File: config.mk
export PLATFORM = sky130hd
export DESIGN_NAME = spike_event_queue
export DESIGN_NICKNAME = d
export VERILOG_FILES = /design/src/rtl/neurosa_pkg.sv /design/src/rtl/spike_event_queue.sv
export SDC_FILE = /design/constraint.sdc
export NUM_CORES = 1
export LEC_CHECK = 0
export BUFFER_PORTS_ARGS = -buffer_cell sky130_fd_sc_hd__buf_4
export CORE_MARGIN = 2
export CORE_UTILIZATION = 55
export DETAILED_ROUTE_END_ITERATION = 6
export GPL_ROUTABILITY_DRIVEN = 0
export PLACE_DENSITY = 0.85
export SKIP_CTS_REPAIR_TIMING = 1
export SYNTH_ARGS = -nofsm -noshare
export SYNTH_HDL_FRONTEND = slang
export SYNTH_SLANG_ARGS = --single-unit
File: constraint.sdc
create_clock -name clk -period 4.1 [get_ports clk]
set_clock_uncertainty 0.1 [all_clocks]
set_input_delay 0.205 -clock clk [delete_from_list [all_inputs] [get_ports clk]]
set_output_delay 0.205 -clock clk [all_outputs]
set_load 0.01 [all_outputs]
File: src/rtl/neurosa_pkg.sv
// neurosa_pkg: shared event packing constants for the spike network, event queue and neuron update stage
package neurosa_pkg;
  localparam int TEN_DATA_W  = 2;
  localparam int NEURON_ID_W = 7;
  localparam int EVENT_W     = TEN_DATA_W + NEURON_ID_W;
  localparam int ID_LSB      = 0;
  localparam int SPIKE_LSB   = NEURON_ID_W;
endpackage

File: src/rtl/spike_event_queue.sv
// spike_event_queue: first-word-fall-through spike event FIFO with drop detection; SPIKE_QUEUE_DROP_CNT_EN adds drop_cnt
module spike_event_queue
  import neurosa_pkg::*;
#(
  parameter int TEN_DATA_WIDTH  = TEN_DATA_W,
  parameter int NEURON_ID_WIDTH = NEURON_ID_W,
  parameter int QUEUE_DEPTH     = 8
) (
  input  logic                                      clk,
  input  logic                                      reset_l,
  input  logic                                      en_queue,
  input  logic                                      flush,
  input  logic                                      skip_zero,
  input  logic                                      ev_valid,
  input  logic [TEN_DATA_WIDTH+NEURON_ID_WIDTH-1:0] ev_data,
  output logic                                      out_valid,
  input  logic                                      out_ready,
  output logic [TEN_DATA_WIDTH+NEURON_ID_WIDTH-1:0] out_data,
  output logic [$clog2(QUEUE_DEPTH):0]              count,
  output logic                                      full,
  output logic                                      empty,
  output logic                                      overflow
`ifdef SPIKE_QUEUE_DROP_CNT_EN
  ,
  output logic [7:0]                                drop_cnt
`endif
);
  localparam int EW = TEN_DATA_WIDTH + NEURON_ID_WIDTH;
  localparam int AW = $clog2(QUEUE_DEPTH);
  localparam int CW = AW + 1;
  logic [EW-1:0] mem_q [QUEUE_DEPTH];
  logic [AW-1:0] wr_ptr_q, wr_ptr_d, rd_ptr_q, rd_ptr_d;
  logic [CW-1:0] count_q, count_d;
  logic          overflow_q, overflow_d;
  logic          skip_ev, offer, push, pop, drop, flush_en;
  assign empty     = count_q == '0;
  assign full      = count_q == CW'(QUEUE_DEPTH);
  assign out_valid = !empty;
  assign out_data  = mem_q[rd_ptr_q];
  assign count     = count_q;
  assign overflow  = overflow_q;
  assign skip_ev   = skip_zero && ev_data[EW-1 -: TEN_DATA_WIDTH] == '0;
  assign offer     = en_queue && ev_valid && !flush && !skip_ev;
  assign pop       = en_queue && out_valid && out_ready && !flush;
  assign push      = offer && (!full || pop);
  assign drop      = offer && full && !pop;
  assign flush_en  = en_queue && flush;
  // next-state for pointers, occupancy and the sticky loss flag
  always_comb begin
    wr_ptr_d   = flush_en ? '0 : wr_ptr_q + AW'(push);
    rd_ptr_d   = flush_en ? '0 : rd_ptr_q + AW'(pop);
    count_d    = flush_en ? '0 : count_q + CW'(push) - CW'(pop);
    overflow_d = overflow_q | drop;
  end
  // control state register, cleared asynchronously
  always_ff @(posedge clk or negedge reset_l) begin
    if (!reset_l) begin
      wr_ptr_q   <= '0;
      rd_ptr_q   <= '0;
      count_q    <= '0;
      overflow_q <= 1'b0;
    end else begin
      wr_ptr_q   <= wr_ptr_d;
      rd_ptr_q   <= rd_ptr_d;
      count_q    <= count_d;
      overflow_q <= overflow_d;
    end
  end
  // event storage is not reset; contents are meaningless while empty
  always_ff @(posedge clk) begin
    if (push) mem_q[wr_ptr_q] <= ev_data;
  end
`ifdef SPIKE_QUEUE_DROP_CNT_EN
  logic [7:0] drop_cnt_q;
  assign drop_cnt = drop_cnt_q;
  // saturating count of events lost to a full queue
  always_ff @(posedge clk or negedge reset_l) begin
    if (!reset_l) drop_cnt_q <= '0;
    else if (drop && drop_cnt_q != 8'hFF) drop_cnt_q <= drop_cnt_q + 8'd1;
  end
`endif
endmodule

==> results of run 1 <==
## sequential cells by signal (all words and copies together), names as in the netlist
register / count
count: 4
mem_q: 72
overflow: 1
rd_ptr_q: 3
wr_ptr_q: 3
## metrics by stage
| stage | hold WS [ns] | worst slack (ns) | utilization |
|---|---|---|---|
| after floorplan | -0.191 | 1.44 | - |
| after global placement | -0.0487 | 1.60 | 0.620 |
| after detailed placement | -0.0492 | 1.54 | 0.620 |
| after CTS | -0.430 | 1.31 | 0.658 |
| after global routing | 0.00159 | 0.847 | 0.677 |
| final | 0.00877 | 0.995 | 0.677 |
## metal layers
| metal | vias to the layer above | global-route usage | wire [um] |
|---|---|---|---|
| li1 | 832 | - | - |
| met1 | 936 | 0.228 | 2540 |
| met2 | 46 | 0.300 | 3250 |
| met3 | 11 | 0.0386 | 215 |
| met4 | 0 | 0.109 | 143 |
| met5 | - | 0 | 0 |
## how the worst max path moves through the flow
| stage | to | depth (start not counted) | slack [ns] | from |
|---|---|---|---|---|
| CTS | out_data[8] | 3 | 1.31 | rd_ptr_q[0]$_DFF_PN0_ |
| floorplan | mem_q[0][0]$_DFFE_PP_ | 6 | 1.44 | count[2]$_DFF_PN0_ |
| global placement | count[2]$_DFF_PN0_ | 10 | 1.60 | count[2]$_DFF_PN0_ |
| detailed placement | mem_q[0][2]$_DFFE_PP_ | 5 | 1.54 | flush |
| global route | count[1]$_DFF_PN0_ | 10 | 0.85 | flush |
| finish | count[1]$_DFF_PN0_ | 10 | 1.0 | ev_data[7] |
## kinds of logic after synthesis
family          Yosys count  synth area share
mux                      29             0.169
simple gates             31            0.0534
buf+inv                  12            0.0203
fa+ha+maj                10            0.0377
flops                    83             0.693
xor+xnor                  3           0.00748
compound gates            8            0.0182
## power groups by stage
stage / logic (uW) / clock network [uW] / registers [uW]
floorplan: 339 / 0 / 1020
global placement: 458 / 0 / 1050
detailed placement: 467 / 0 / 1060
CTS: 470 / 691 / 1040
global route: 523 / 729 / 1050
finish: 478 / 685 / 1040
## worst max-delay path: cells and delay by family
family | cells | cell delay (ns)
muxes | 1 | 0.23
and+or+nand+nor | 2 | 0.84
adders and majority gates | 2 | 0.63
AOI/OAI and AO/OA | 1 | 0.04
buffers and inverters | 4 | 1.30
## cell type report
class                           count  area (um^2)  area share
Clock buffer                        9          124      0.0291
Clock inverter                      7          115      0.0271
Inverter                            6         22.5     0.00530
Multi-Input combinational cell     81         1040       0.244
Sequential cell                    83         2440       0.573
Tap cell                           77         96.3      0.0227
Timing Repair Buffer               52          420      0.0989
## placed cells by master (no fill, tap or decap), drive strengths merged
cell type	Yosys	final
edfxtp	72	72
buf	4	40
mux4	18	18
dlygate4sd3	0	12
dfrtp	11	11
mux2	10	10
ha	9	9
clkbuf	2	9
inv	6	7
and2	6	6
a21oi	5	5
nand2	4	4
nor4	4	4
nor3	3	3
nand2b	3	3
bufinv	0	3
or3b	3	3
clkinv	0	3
nor2	2	2
xnor2	2	2
and2b	1	1
and3	1	1
nand3	1	1
a31oi	1	1
xor2	1	1
and4	1	1
nand4	1	1
nor4b	1	1
a21o	1	1
mux2i	1	1
a41o	1	1
fa	1	1
==> Implementation_results.wiki, run 1 <==
{| class="wikitable"
! Metric !! Value
|-
| Critical path launch point type || input pin
|-
| Sw Ratio || 0.252
|-
| Gate power share || 0.217
|-
| Most repeated library cell on the critical path || sky130_fd_sc_hd__dlygate4sd3_1
|-
| Overall Global Routing Usage || 0.184
|-
| Final-report hold violation count || 0
|-
| Standard-cell rows || 29
|-
| Top FF cell, synth || sky130_fd_sc_hd__edfxtp_1
|-
| Number of levels the H-tree was split into || 3
|-
| Type of the tightest min-delay check || input pin to flip-flop
|-
| Detailed placer's ending HPWL || around 3800 um
|-
| Yosys top cell by area || sky130_fd_sc_hd__edfxtp_1
|-
| Routed wire per std cell || ~20 um
|-
| Number of distinct library cells after synthesis || 32
|-
| Worst-case headroom to the max-slew limit || 0.330
|-
| Result of the run || finished clean
|-
| Vias in the first global route || approximately 1,800
|-
| Count of placed standard cells including taps || roughly 290
|-
| Period Utilization, post-route || 0.757
|-
| Top post-synthesis cells by area || sky130_fd_sc_hd__edfxtp_1 (62%), sky130_fd_sc_hd__mux4_1 (13%), sky130_fd_sc_hd__dfrtp_1 (7.8%), sky130_fd_sc_hd__ha_1 (3.2%), sky130_fd_sc_hd__mux2_2 (3.2%)
|-
| Slack of the worst reg-to-reg path || roughly 1 ns
|-
| Cell area after placement || ~0.0039 mm^2
|-
| Master of the slowest instance on the critical path || sky130_fd_sc_hd__dlygate4sd3_1
|-
| RSZ-0062 raised after global routing || false
|-
| Cell area after technology mapping || roughly 0.0035 mm^2
|-
| Number of buffers on the longest clock path || 2
|-
| Number of enable flip-flop cells after synthesis || 72
|-
| Routed via count divided by cell count || about 5.8
|-
| TritonCTS clock tree || yes
|-
| Internal power summed over all cells || 1650 uW
|-
| CP Cell Sequence || dlygate4sd3_1 -> buf_4 -> or3b_2 -> nand3_1 -> mux2_2 -> ha_1 -> inv_1 -> fa_1 -> a21oi_1 -> dlygate4sd3_1
|-
| First-pass iteration count of the detailed router || 4
|-
| CTS Sinks || 83
|-
| Clock insertion delay at the later pin of the skew report || about 0.34 ns
|-
| Non-filler instance count after layout || approximately 320
|-
| Start of the worst register-to-register path || count[2]$_DFF_PN0_
|-
| Cell area power density || roughly 520 mW/mm^2
|-
| Top-count cell post-synth || sky130_fd_sc_hd__edfxtp_1
|-
| Number of storage elements in the synthesis netlist || 83
|-
| Final setup viols || 0
|-
| Wirelength, routed || just over 6000 um
|-
| Diode count || 0
|-
| Core Box Area || 0.00628 mm^2
|-
| Most frequent cells after synthesis || sky130_fd_sc_hd__edfxtp_1 (72), sky130_fd_sc_hd__mux4_1 (18), sky130_fd_sc_hd__dfrtp_1 (11), sky130_fd_sc_hd__mux2_2 (10), sky130_fd_sc_hd__ha_1 (9)
|-
| Share of the synthesized area in the top cell type || 0.615
|-
| First-pass GRT wire length || 9360 um
|-
| Number of maximum-capacitance violations || 0
|-
| Final sum of negative setup slack || 0 ns
|-
| Vertical extent of the die || between 80 and 90 um
|-
| Transition time at the pin with the least slew margin || 1.00 ns
|-
| CP Capture Type || flip-flop
|-
| Fillcell total || slightly above 400
|-
| Detail Route Antenna Nets || 0
|-
| Clk pwr share || 0.311
|-
| Area growth from synthesis to layout || 21.0%
|-
| Num ports || 33
|-
| Power after layout || ~2200 uW
|-
| Highest fanout seen on the critical path || 9
|-
| Clock root cell || sky130_fd_sc_hd__clkbuf_8
|-
| Worst Hold Depth || 1
|-
| Number of DRC markers after the initial detailed-route iteration || roughly 120
|-
| Num CTS Buffers || 9
|-
| Worst vdd rail ir drop || around 0.00041 V
|-
| Count of synthesis-stage warnings from yosys || 0
|-
| Share of total power in sequential cells || 0.472
|-
| Ratio of cells with drive above 1 in the final layout || 0.303
|-
| Worst Hold Path EP || mem_q[5][8]$_DFFE_PP_
|-
| Post-detailed-route DRC marker count || 0
|-
| Share of the yosys chip area belonging to registers || 0.693
|-
| Critical R2R Capture || count[1]$_DFF_PN0_
|-
| Pin count of the biggest net entering global routing || 20
|-
| Data required time at the worst endpoint || about 4.2 ns
|-
| Leak pwr || approximately 0.0016 uW
|-
| Minimum clock period after layout || around 3.1 ns
|-
| Crit-path max cell delay || 0.55 ns
|-
| Proportion of register bits with asynchronous set or reset after synthesis || 0.133
|-
| Die area || roughly 0.0070 mm^2
|-
| Number of nets in the synthesized netlist || between 200 and 250
|-
| Worst Setup Path Type || input pin to flip-flop
|-
| Switching power summed over all nets || 555 uW
|-
| Avg Synthesized Cell Area || 20.0 um^2
|-
| Clock transition at path regs || ~0.080 ns
|-
| Number of antenna violations at the first check in global routing || 0
|-
| Horiz. Die Dim || 83.9 um
|-
| Post-Layout Inst Area || approximately 0.0043 mm^2
|-
| Starting density of the core || 0.560
|-
| Max frequency || approximately 320 MHz
|-
| Cells after synthesis || 176
|-
| Data arrival, critical path || roughly 3.2 ns
|-
| Via total after detailed routing || approximately 1,800
|-
| Total congestion overflow || 0
|-
| Origin of the worst min-delay path || ev_data[8]
|-
| Number of nets in the layout || 259
|-
| Number of buffers added on ports || 32
|-
| Pins Over Slew Limit || 0
|-
| Depth of the worst register-to-register path || 10
|}
Note: power is estimated with default switching activity, not from simulation.
==> run 2, diff against run 1 <==
==> constraint.sdc (replaced) <==
create_clock -name clk -period 3.2 [get_ports clk]
set_clock_uncertainty 0.1 [all_clocks]
set_input_delay 0.16 -clock clk [delete_from_list [all_inputs] [get_ports clk]]
set_output_delay 0.16 -clock clk [all_outputs]
set_load 0.01 [all_outputs]
==> Implementation_results.wiki, run 2 (synthesis gave the netlist of run 1 again) <==
{| class="wikitable"
! Metric !! Value
|-
| Result of the run || finished clean (unchanged)
|-
| Pins Over Slew Limit || 0 (unchanged)
|-
| Overall Global Routing Usage || 0.185 (was 0.184)
|-
| Number of flip-flops under the largest register name || 72 (unchanged)
|-
| Type of the tightest min-delay check || input pin to async pin (was input pin to flip-flop)
|-
| Post-detailed-route DRC marker count || 0 (unchanged)
|-
| Critical path launch point type || flip-flop (was input pin)
|-
| Crit-path max cell delay || 0.56 ns (was 0.55 ns)
|-
| Clock root cell || sky130_fd_sc_hd__clkbuf_8 (unchanged)
|-
| Horiz. Die Dim || 83.9 um (unchanged)
|-
| Number of nets in the layout || 262 (was 259)
|-
| Ratio of cells with drive above 1 in the final layout || 0.311 (was 0.303)
|-
| Wirelength, routed || 6020 um (was 6150 um)
|-
| Commonest non-fill, non-tap cells in the layout || sky130_fd_sc_hd__edfxtp_1 (72), sky130_fd_sc_hd__buf_4 (41), sky130_fd_sc_hd__mux4_1 (18) (was sky130_fd_sc_hd__edfxtp_1 (72), sky130_fd_sc_hd__buf_4 (40), sky130_fd_sc_hd__mux4_1 (18))
|-
| Fillcell total || 426 (was 410)
|-
| Area taken by multi-input logic gates || 0.00104 mm^2 (unchanged)
|-
| CTS Sinks || 83 (unchanged)
|-
| Minimum clock period after layout || 2.95 ns
|-
| Final-report hold violation count || 0 (unchanged)
|-
| Most repeated library cell on the critical path || sky130_fd_sc_hd__ha_1 (was sky130_fd_sc_hd__dlygate4sd3_1)
|-
| Worst Setup Path Type || flip-flop to flip-flop (was input pin to flip-flop)
|-
| Period Utilization, post-route || 0.923
|-
| Final sum of negative setup slack || 0 ns (unchanged)
|-
| Pin count of the biggest net entering global routing || 20 (unchanged)
|-
| Vias in the first global route || 1,896 (was 1,814)
|-
| Clk pwr share || 0.261 (was 0.311)
|-
| Die area || 0.00705 mm^2 (unchanged)
|-
| Routed wire per std cell || 18.9 um (was 19.5 um)
|-
| Share of total power in sequential cells || 0.491 (was 0.472)
|-
| Leak pwr || 0.00156 uW (was 0.00157 uW)
|-
| Starting density of the core || 0.560 (unchanged)
|-
| Number of antenna violations at the first check in global routing || 0 (unchanged)
|-
| Diode count || 0 (unchanged)
|-
| TritonCTS clock tree || yes (unchanged)
|-
| Via total after detailed routing || 1,813 (was 1,825)
|-
| Crit path buf inv count || 2 (was 4)
|-
| Gate power share || 0.247 (was 0.217)
|-
| Master of the slowest instance on the critical path || sky130_fd_sc_hd__dlygate4sd3_1 (unchanged)
|-
| Vertical extent of the die || 83.9 um (unchanged)
|-
| Max frequency || 339 MHz
|-
| RSZ-0062 raised after global routing || false (unchanged)
|-
| Category of cells accounting for the largest share of critical-path delay || buffers and inverters (unchanged)
|-
| Internal power summed over all cells || 1890 uW (was 1650 uW)
|-
| Post-Layout Inst Area || 0.00423 mm^2 (was 0.00425 mm^2)
|-
| Number of levels the H-tree was split into || 3 (unchanged)
|-
| Cell area after placement || 0.00390 mm^2 (was 0.00389 mm^2)
|-
| First-pass GRT wire length || 9600 um (was 9360 um)
|-
| Number of buffers on the longest clock path || 2 (unchanged)
|-
| Area growth from synthesis to layout || 20.2% (was 21.0%)
|-
| CP Capture Type || flip-flop (unchanged)
|-
| Cell area power density || 621 mW/mm^2 (was 517 mW/mm^2)
|-
| Worst vdd rail ir drop || 0.000401 V (was 0.000414 V)
|-
| Core Box Area || 0.00628 mm^2 (unchanged)
|-
| CP Cell Sequence || inv_1 -> ha_1 -> or3b_2 -> a31oi_4 -> nor2_1 -> ha_1 -> ha_1 -> xnor2_1 -> a21oi_1 -> dlygate4sd3_1 (was dlygate4sd3_1 -> buf_4 -> or3b_2 -> nand3_1 -> mux2_2 -> ha_1 -> inv_1 -> fa_1 -> a21oi_1 -> dlygate4sd3_1)
|-
| Clock insertion delay at the later pin of the skew report || 0.35 ns (was 0.34 ns)
|-
| Data required time at the worst endpoint || 3.34 ns (was 4.23 ns)
|-
| Most frequent standard cell in the layout excluding fill and tap cells || sky130_fd_sc_hd__edfxtp_1 (unchanged)
|-
| Routed via count divided by cell count || 5.70 (was 5.79)
|-
| Switching power summed over all nets || 741 uW (was 555 uW)
|-
| Sw Ratio || 0.282 (was 0.252)
|-
| Detail Route Antenna Nets || 0 (unchanged)
|-
| Final setup viols || 0 (unchanged)
|-
| Standard-cell rows || 29 (unchanged)
|-
| Number of maximum-capacitance violations || 0 (unchanged)
|-
| Transition time at the pin with the least slew margin || 0.759 ns (was 1.00 ns)
|-
| Total congestion overflow || 0 (unchanged)
|-
| Detailed placer's ending HPWL || 3650 um (was 3750 um)
|-
| Number of buffers added on ports || 32 (unchanged)
|-
| Data arrival, critical path || 3.09 ns (was 3.24 ns)
|-
| Worst-case headroom to the max-slew limit || 0.494 (was 0.330)
|-
| Footprint of the flip-flops and latches || 0.00244 mm^2 (unchanged)
|-
| First-pass iteration count of the detailed router || 4 (unchanged)
|-
| Num CTS Buffers || 9 (unchanged)
|-
| Register with the highest flop count || mem_q (unchanged)
|-
| Number of DRC markers after the initial detailed-route iteration || 145 (was 123)
|-
| Clock transition at path regs || 0.09 ns (was 0.08 ns)
|-
| Num ports || 33 (unchanged)
|-
| Highest fanout seen on the critical path || 10 (was 9)
|}
-- run 2: cell count changes in the layout (fill, tap and decap cells not counted) --
cell | previous run | this run
sky130_fd_sc_hd__buf_4 | 40 | 41
sky130_fd_sc_hd__bufinv_16 | 3 | 0
sky130_fd_sc_hd__clkinvlp_4 | 0 | 1
sky130_fd_sc_hd__inv_6 | 1 | 3
sky130_fd_sc_hd__clkinv_1 | 2 | 0
sky130_fd_sc_hd__dlygate4sd3_1 | 12 | 14
sky130_fd_sc_hd__clkinv_4 | 1 | 3
-- run 2: per-layer routing --
| metal | share of wire | up-vias | track usage |
|---|---|---|---|
| met5 | 0 | - | 0 |
| met4 | 0.017 | 0 | 0.0894 |
| met3 | 0.036 | 13 | 0.0386 |
| met2 | 0.52 | 45 | 0.303 |
| met1 | 0.42 | 913 | 0.238 |
| li1 | - | 842 | - |
-- run 2: worst register-to-register path: cells and delay by family (launching register included) --
| kind | cells | cell delay [ns] |
|---|---|---|
| compound gates | 2 | 0.43 |
| fa+ha+maj | 3 | 0.52 |
| simple gates | 2 | 0.59 |
| buf+inv | 2 | 0.66 |
| xor+xnor | 1 | 0.16 |
| flops | 1 | 0.39 |
-- run 2: layout make-up --
type | instances | share of cell area
clock buffers | 9 | 0.0293
multi-input cells | 81 | 0.245
flip-flops and latches | 83 | 0.577
repair buffers | 55 | 0.106
clock inverters | 7 | 0.0142
well taps | 77 | 0.0228
inverters | 6 | 0.00533
-- run 2: power by group through the flow --
stage | registers [uW] | clock network, uW | logic, uW
final | 1290 | 687 | 650
after global routing | 1300 | 748 | 718
after CTS | 1290 | 700 | 650
after detailed placement | 1310 | 0 | 648
after global placement | 1310 | 0 | 630
after floorplan | 1300 | 0 | 434
-- run 2: path summary, 6_finish.rpt --
check / start / end / slack, ns / depth (start not counted)
min in group clk: out_ready / overflow$_DFF_PN0_ / 0.25 / 3
setup / recovery: count[2]$_DFF_PN0_ / wr_ptr_q[2]$_DFF_PN0_ / 0.25 / 10
setup reg to reg: count[2]$_DFF_PN0_ / wr_ptr_q[2]$_DFF_PN0_ / 0.25 / 10
max in group asynchronous: reset_l / rd_ptr_q[0]$_DFF_PN0_ / 2.77 / 2
hold reg to reg: overflow$_DFF_PN0_ / overflow$_DFF_PN0_ / 0.39 / 1
hold / removal: reset_l / wr_ptr_q[0]$_DFF_PN0_ / 0.08 / 2
-- run 2: stage by stage --
| stage | setup slack [ns] | hold WS [ns] | std cells | util | power (uW) |
|---|---|---|---|---|---|
| 6_report | 0.246 | 0.0779 | 318 | 0.673 | 2630 |
| 5_1_grt | 0.0897 | 0.0880 | 318 | 0.673 | 2770 |
| 4_1_cts | 0.616 | -0.481 | 304 | 0.651 | 2640 |
| 3_5_place_dp | 0.646 | -0.0956 | 288 | 0.621 | 1960 |
| 3_3_place_gp | 0.699 | -0.0937 | 288 | 0.621 | 1940 |
| 2_1_floorplan | 0.545 | -0.236 | 176 | - | 1740 |
==> run 3, diff against run 2 <==
--- a/config.mk
+++ b/config.mk
@@ -6,11 +6,13 @@
 export NUM_CORES = 1
 export LEC_CHECK = 0
 export BUFFER_PORTS_ARGS = -buffer_cell sky130_fd_sc_hd__buf_4
+export CELL_PAD_IN_SITES_DETAIL_PLACEMENT = 1
+export CELL_PAD_IN_SITES_GLOBAL_PLACEMENT = 1
 export CORE_MARGIN = 2
-export CORE_UTILIZATION = 55
+export CORE_UTILIZATION = 51
 export DETAILED_ROUTE_END_ITERATION = 6
 export GPL_ROUTABILITY_DRIVEN = 0
-export PLACE_DENSITY = 0.85
+export PLACE_DENSITY = 0.89
 export SKIP_CTS_REPAIR_TIMING = 1
 export SYNTH_ARGS = -nofsm -noshare
 export SYNTH_HDL_FRONTEND = slang
==> Implementation_results.wiki, run 3 (synthesis gave the netlist of run 1 again) <==
{| class="wikitable"
! Metric !! Value
|-
| Result of the run || finished clean (unchanged)
|-
| Num ports || 33 (unchanged)
|-
| Worst vdd rail ir drop || 0.000365 V (was 0.000401 V)
|-
| Via total after detailed routing || 1,853 (was 1,813)
|-
| Post-detailed-route DRC marker count || 0 (unchanged)
|-
| Overall Global Routing Usage || 0.208 (was 0.185)
|-
| Diode count || 0 (unchanged)
|-
| Final sum of negative setup slack || 0 ns (unchanged)
|-
| Num CTS Buffers || 9 (unchanged)
|-
| Number of nets in the layout || 262 (unchanged)
|-
| Vertical extent of the die || 87.0 um (was 83.9 um)
|-
| Start of the worst register-to-register path || count[2]$_DFF_PN0_ (unchanged)
|-
| Count of placed standard cells including taps || 291 (was 288)
|-
| First-pass GRT wire length || 11,000 um (was 9600 um)
|-
| Most frequent standard cell in the layout excluding fill and tap cells || sky130_fd_sc_hd__edfxtp_1 (unchanged)
|-
| CP Cell Sequence || inv_1 -> ha_1 -> or3b_1 -> and3_1 -> ha_1 -> ha_1 -> xnor2_1 -> a21oi_1 -> dlygate4sd3_1 (was inv_1 -> ha_1 -> or3b_2 -> a31oi_4 -> nor2_1 -> ha_1 -> ha_1 -> xnor2_1 -> a21oi_1 -> dlygate4sd3_1)
|-
| Routed via count divided by cell count || 5.77 (was 5.70)
|-
| Number of buffers added on ports || 32 (unchanged)
|-
| Wirelength, routed || 7330 um (was 6020 um)
|-
| Worst-case headroom to the max-slew limit || 0.491 (was 0.494)
|-
| Most repeated library cell on the critical path || sky130_fd_sc_hd__ha_1 (unchanged)
|-
| Number of DRC markers after the initial detailed-route iteration || 137 (was 145)
|-
| Clock insertion delay at the later pin of the skew report || 0.36 ns (was 0.35 ns)
|-
| Critical path launch point type || flip-flop (unchanged)
|-
| Number of levels the H-tree was split into || 3 (unchanged)
|-
| Crit-path max cell delay || 0.55 ns (was 0.56 ns)
|-
| Core Box Area || 0.00672 mm^2 (was 0.00628 mm^2)
|-
| Number of maximum-capacitance violations || 0 (unchanged)
|-
| Routed wire per std cell || 22.8 um (was 18.9 um)
|-
| Depth of the worst register-to-register path || 9 (was 10)
|-
| Detail Route Antenna Nets || 0 (unchanged)
|-
| Total congestion overflow || 0 (unchanged)
|-
| Detailed placer's ending HPWL || 4630 um (was 3650 um)
|-
| Power after layout || 2780 uW (was 2630 uW)
|-
| CTS Sinks || 83 (unchanged)
|-
| Clock root cell || sky130_fd_sc_hd__clkbuf_8 (unchanged)
|-
| Worst Setup Path Type || flip-flop to flip-flop (unchanged)
|-
| Cell area power density || 651 mW/mm^2 (was 621 mW/mm^2)
|-
| Number of buffers on the longest clock path || 2 (unchanged)
|-
| Data required time at the worst endpoint || 3.34 ns (about the same)
|-
| Commonest non-fill, non-tap cells in the layout || sky130_fd_sc_hd__edfxtp_1 (72), sky130_fd_sc_hd__buf_4 (41), sky130_fd_sc_hd__mux4_1 (18) (unchanged)
|-
| Register with the highest flop count || mem_q (unchanged)
|-
| Leak pwr || 0.00157 uW (was 0.00156 uW)
|-
| Number of flip-flops under the largest register name || 72 (unchanged)
|-
| Non-filler instance count after layout || 321 (was 318)
|-
| Pins Over Slew Limit || 0 (unchanged)
|-
| Final-report hold violation count || 0 (unchanged)
|-
| Number of antenna violations at the first check in global routing || 0 (unchanged)
|-
| Standard-cell rows || 30 (was 29)
|-
| Max frequency || 366 MHz (was 339 MHz)
|-
| Period Utilization, post-route || 0.855 (was 0.923)
|-
| Highest fanout seen on the critical path || 4 (was 10)
|-
| Area growth from synthesis to layout || 21.3% (was 20.2%)
|-
| Starting density of the core || 0.523 (was 0.560)
|-
| Final setup viols || 0 (unchanged)
|-
| Pin count of the biggest net entering global routing || 20 (unchanged)
|-
| RSZ-0062 raised after global routing || false (unchanged)
|-
| Transition time at the pin with the least slew margin || 0.763 ns (was 0.759 ns)
|-
| Critical R2R Capture || rd_ptr_q[2]$_DFF_PN0_ (was wr_ptr_q[2]$_DFF_PN0_)
|-
| Ratio of cells with drive above 1 in the final layout || 0.303 (was 0.311)
|-
| Type of the tightest min-delay check || input pin to async pin (unchanged)
|-
| Slack of the worst reg-to-reg path || 0.46 ns (was 0.25 ns)
|-
| TritonCTS clock tree || yes (unchanged)
|-
| Master of the slowest instance on the critical path || sky130_fd_sc_hd__dlygate4sd3_1 (unchanged)
|-
| CP Capture Type || flip-flop (unchanged)
|-
| Minimum clock period after layout || 2.74 ns (was 2.95 ns)
|-
| Horiz. Die Dim || 87.0 um (was 83.9 um)
|-
| Die area || 0.00757 mm^2 (was 0.00705 mm^2)
|-
| Data arrival, critical path || 2.87 ns (was 3.09 ns)
|-
| First-pass iteration count of the detailed router || 4 (unchanged)
|-
| Clock transition at path regs || 0.08 ns (was 0.09 ns)
|-
| Vias in the first global route || 1,961 (was 1,896)
|}
-- run 3: cell types whose count changed in the layout (fill, tap and decap cells not counted), sizes merged --
cell / change
clkbuf: +1
clkinv: -1
bufinv: +2
inv: -2
-- run 3: final cells by class --
| cell class | instances | area (um^2) |
|---|---|---|
| Multi-Input combinational cell | 81 | 1040 |
| Sequential cell | 83 | 2440 |
| Inverter | 6 | 22.5 |
| Tap cell | 80 | 100 |
| Clock buffer | 10 | 128 |
| Fill cell | 579 | 2460 |
| Clock inverter | 6 | 88.8 |
| Timing Repair Buffer | 55 | 448 |
-- run 3: where the power goes --
part | switching (uW) | internal, uW | leakage, uW | total (uW)
logic | 306 | 364 | 0.000674 | 669
registers | 59.2 | 1230 | 0.000792 | 1290
clock network | 375 | 441 | 0.000105 | 816
total | 739 | 2040 | 0.00157 | 2780
-- run 3: worst max-delay path by stage --
stage | startpoint | to | cells after the start
2_1_floorplan | count[2]$_DFF_PN0_ | mem_q[0][0]$_DFFE_PP_ | 6
3_3_place_gp | count[2]$_DFF_PN0_ | count[2]$_DFF_PN0_ | 10
6_report | count[2]$_DFF_PN0_ | rd_ptr_q[2]$_DFF_PN0_ | 9
4_1_cts | count[2]$_DFF_PN0_ | count[2]$_DFF_PN0_ | 10
3_5_place_dp | count[2]$_DFF_PN0_ | count[1]$_DFF_PN0_ | 9
5_1_grt | count[2]$_DFF_PN0_ | rd_ptr_q[2]$_DFF_PN0_ | 9
-- run 3: metrics by stage --
stage,setup WS (ns),instance area (um^2),utilization,hold slack [ns]
2_1_floorplan,0.545,3510,-,-0.236
3_3_place_gp,0.688,3910,0.581,-0.0942
3_5_place_dp,0.495,3910,0.581,-0.0958
4_1_cts,0.519,4120,0.613,-0.490
5_1_grt,0.319,4260,0.634,0.0854
6_report,0.465,4260,0.634,0.0867
-- run 3: per-layer routing --
layer,GRT usage,part of all wire,vias to the layer above
li1,-,-,840
met1,0.265,0.41,947
met2,0.347,0.52,51
met3,0.0398,0.040,15
met4,0.0980,0.022,0
met5,0,0,-
-- run 3: critical path: cells and delay by family (launching register included) --
family	cells	cell delay, ns
XOR/XNOR	1	0.19
adder cells (fa/ha/maj)	3	0.53
AND/OR/NAND/NOR	2	0.68
buffers and inverters	2	0.66
AO/OA/AOI/OAI	1	0.06
flip-flops	1	0.40
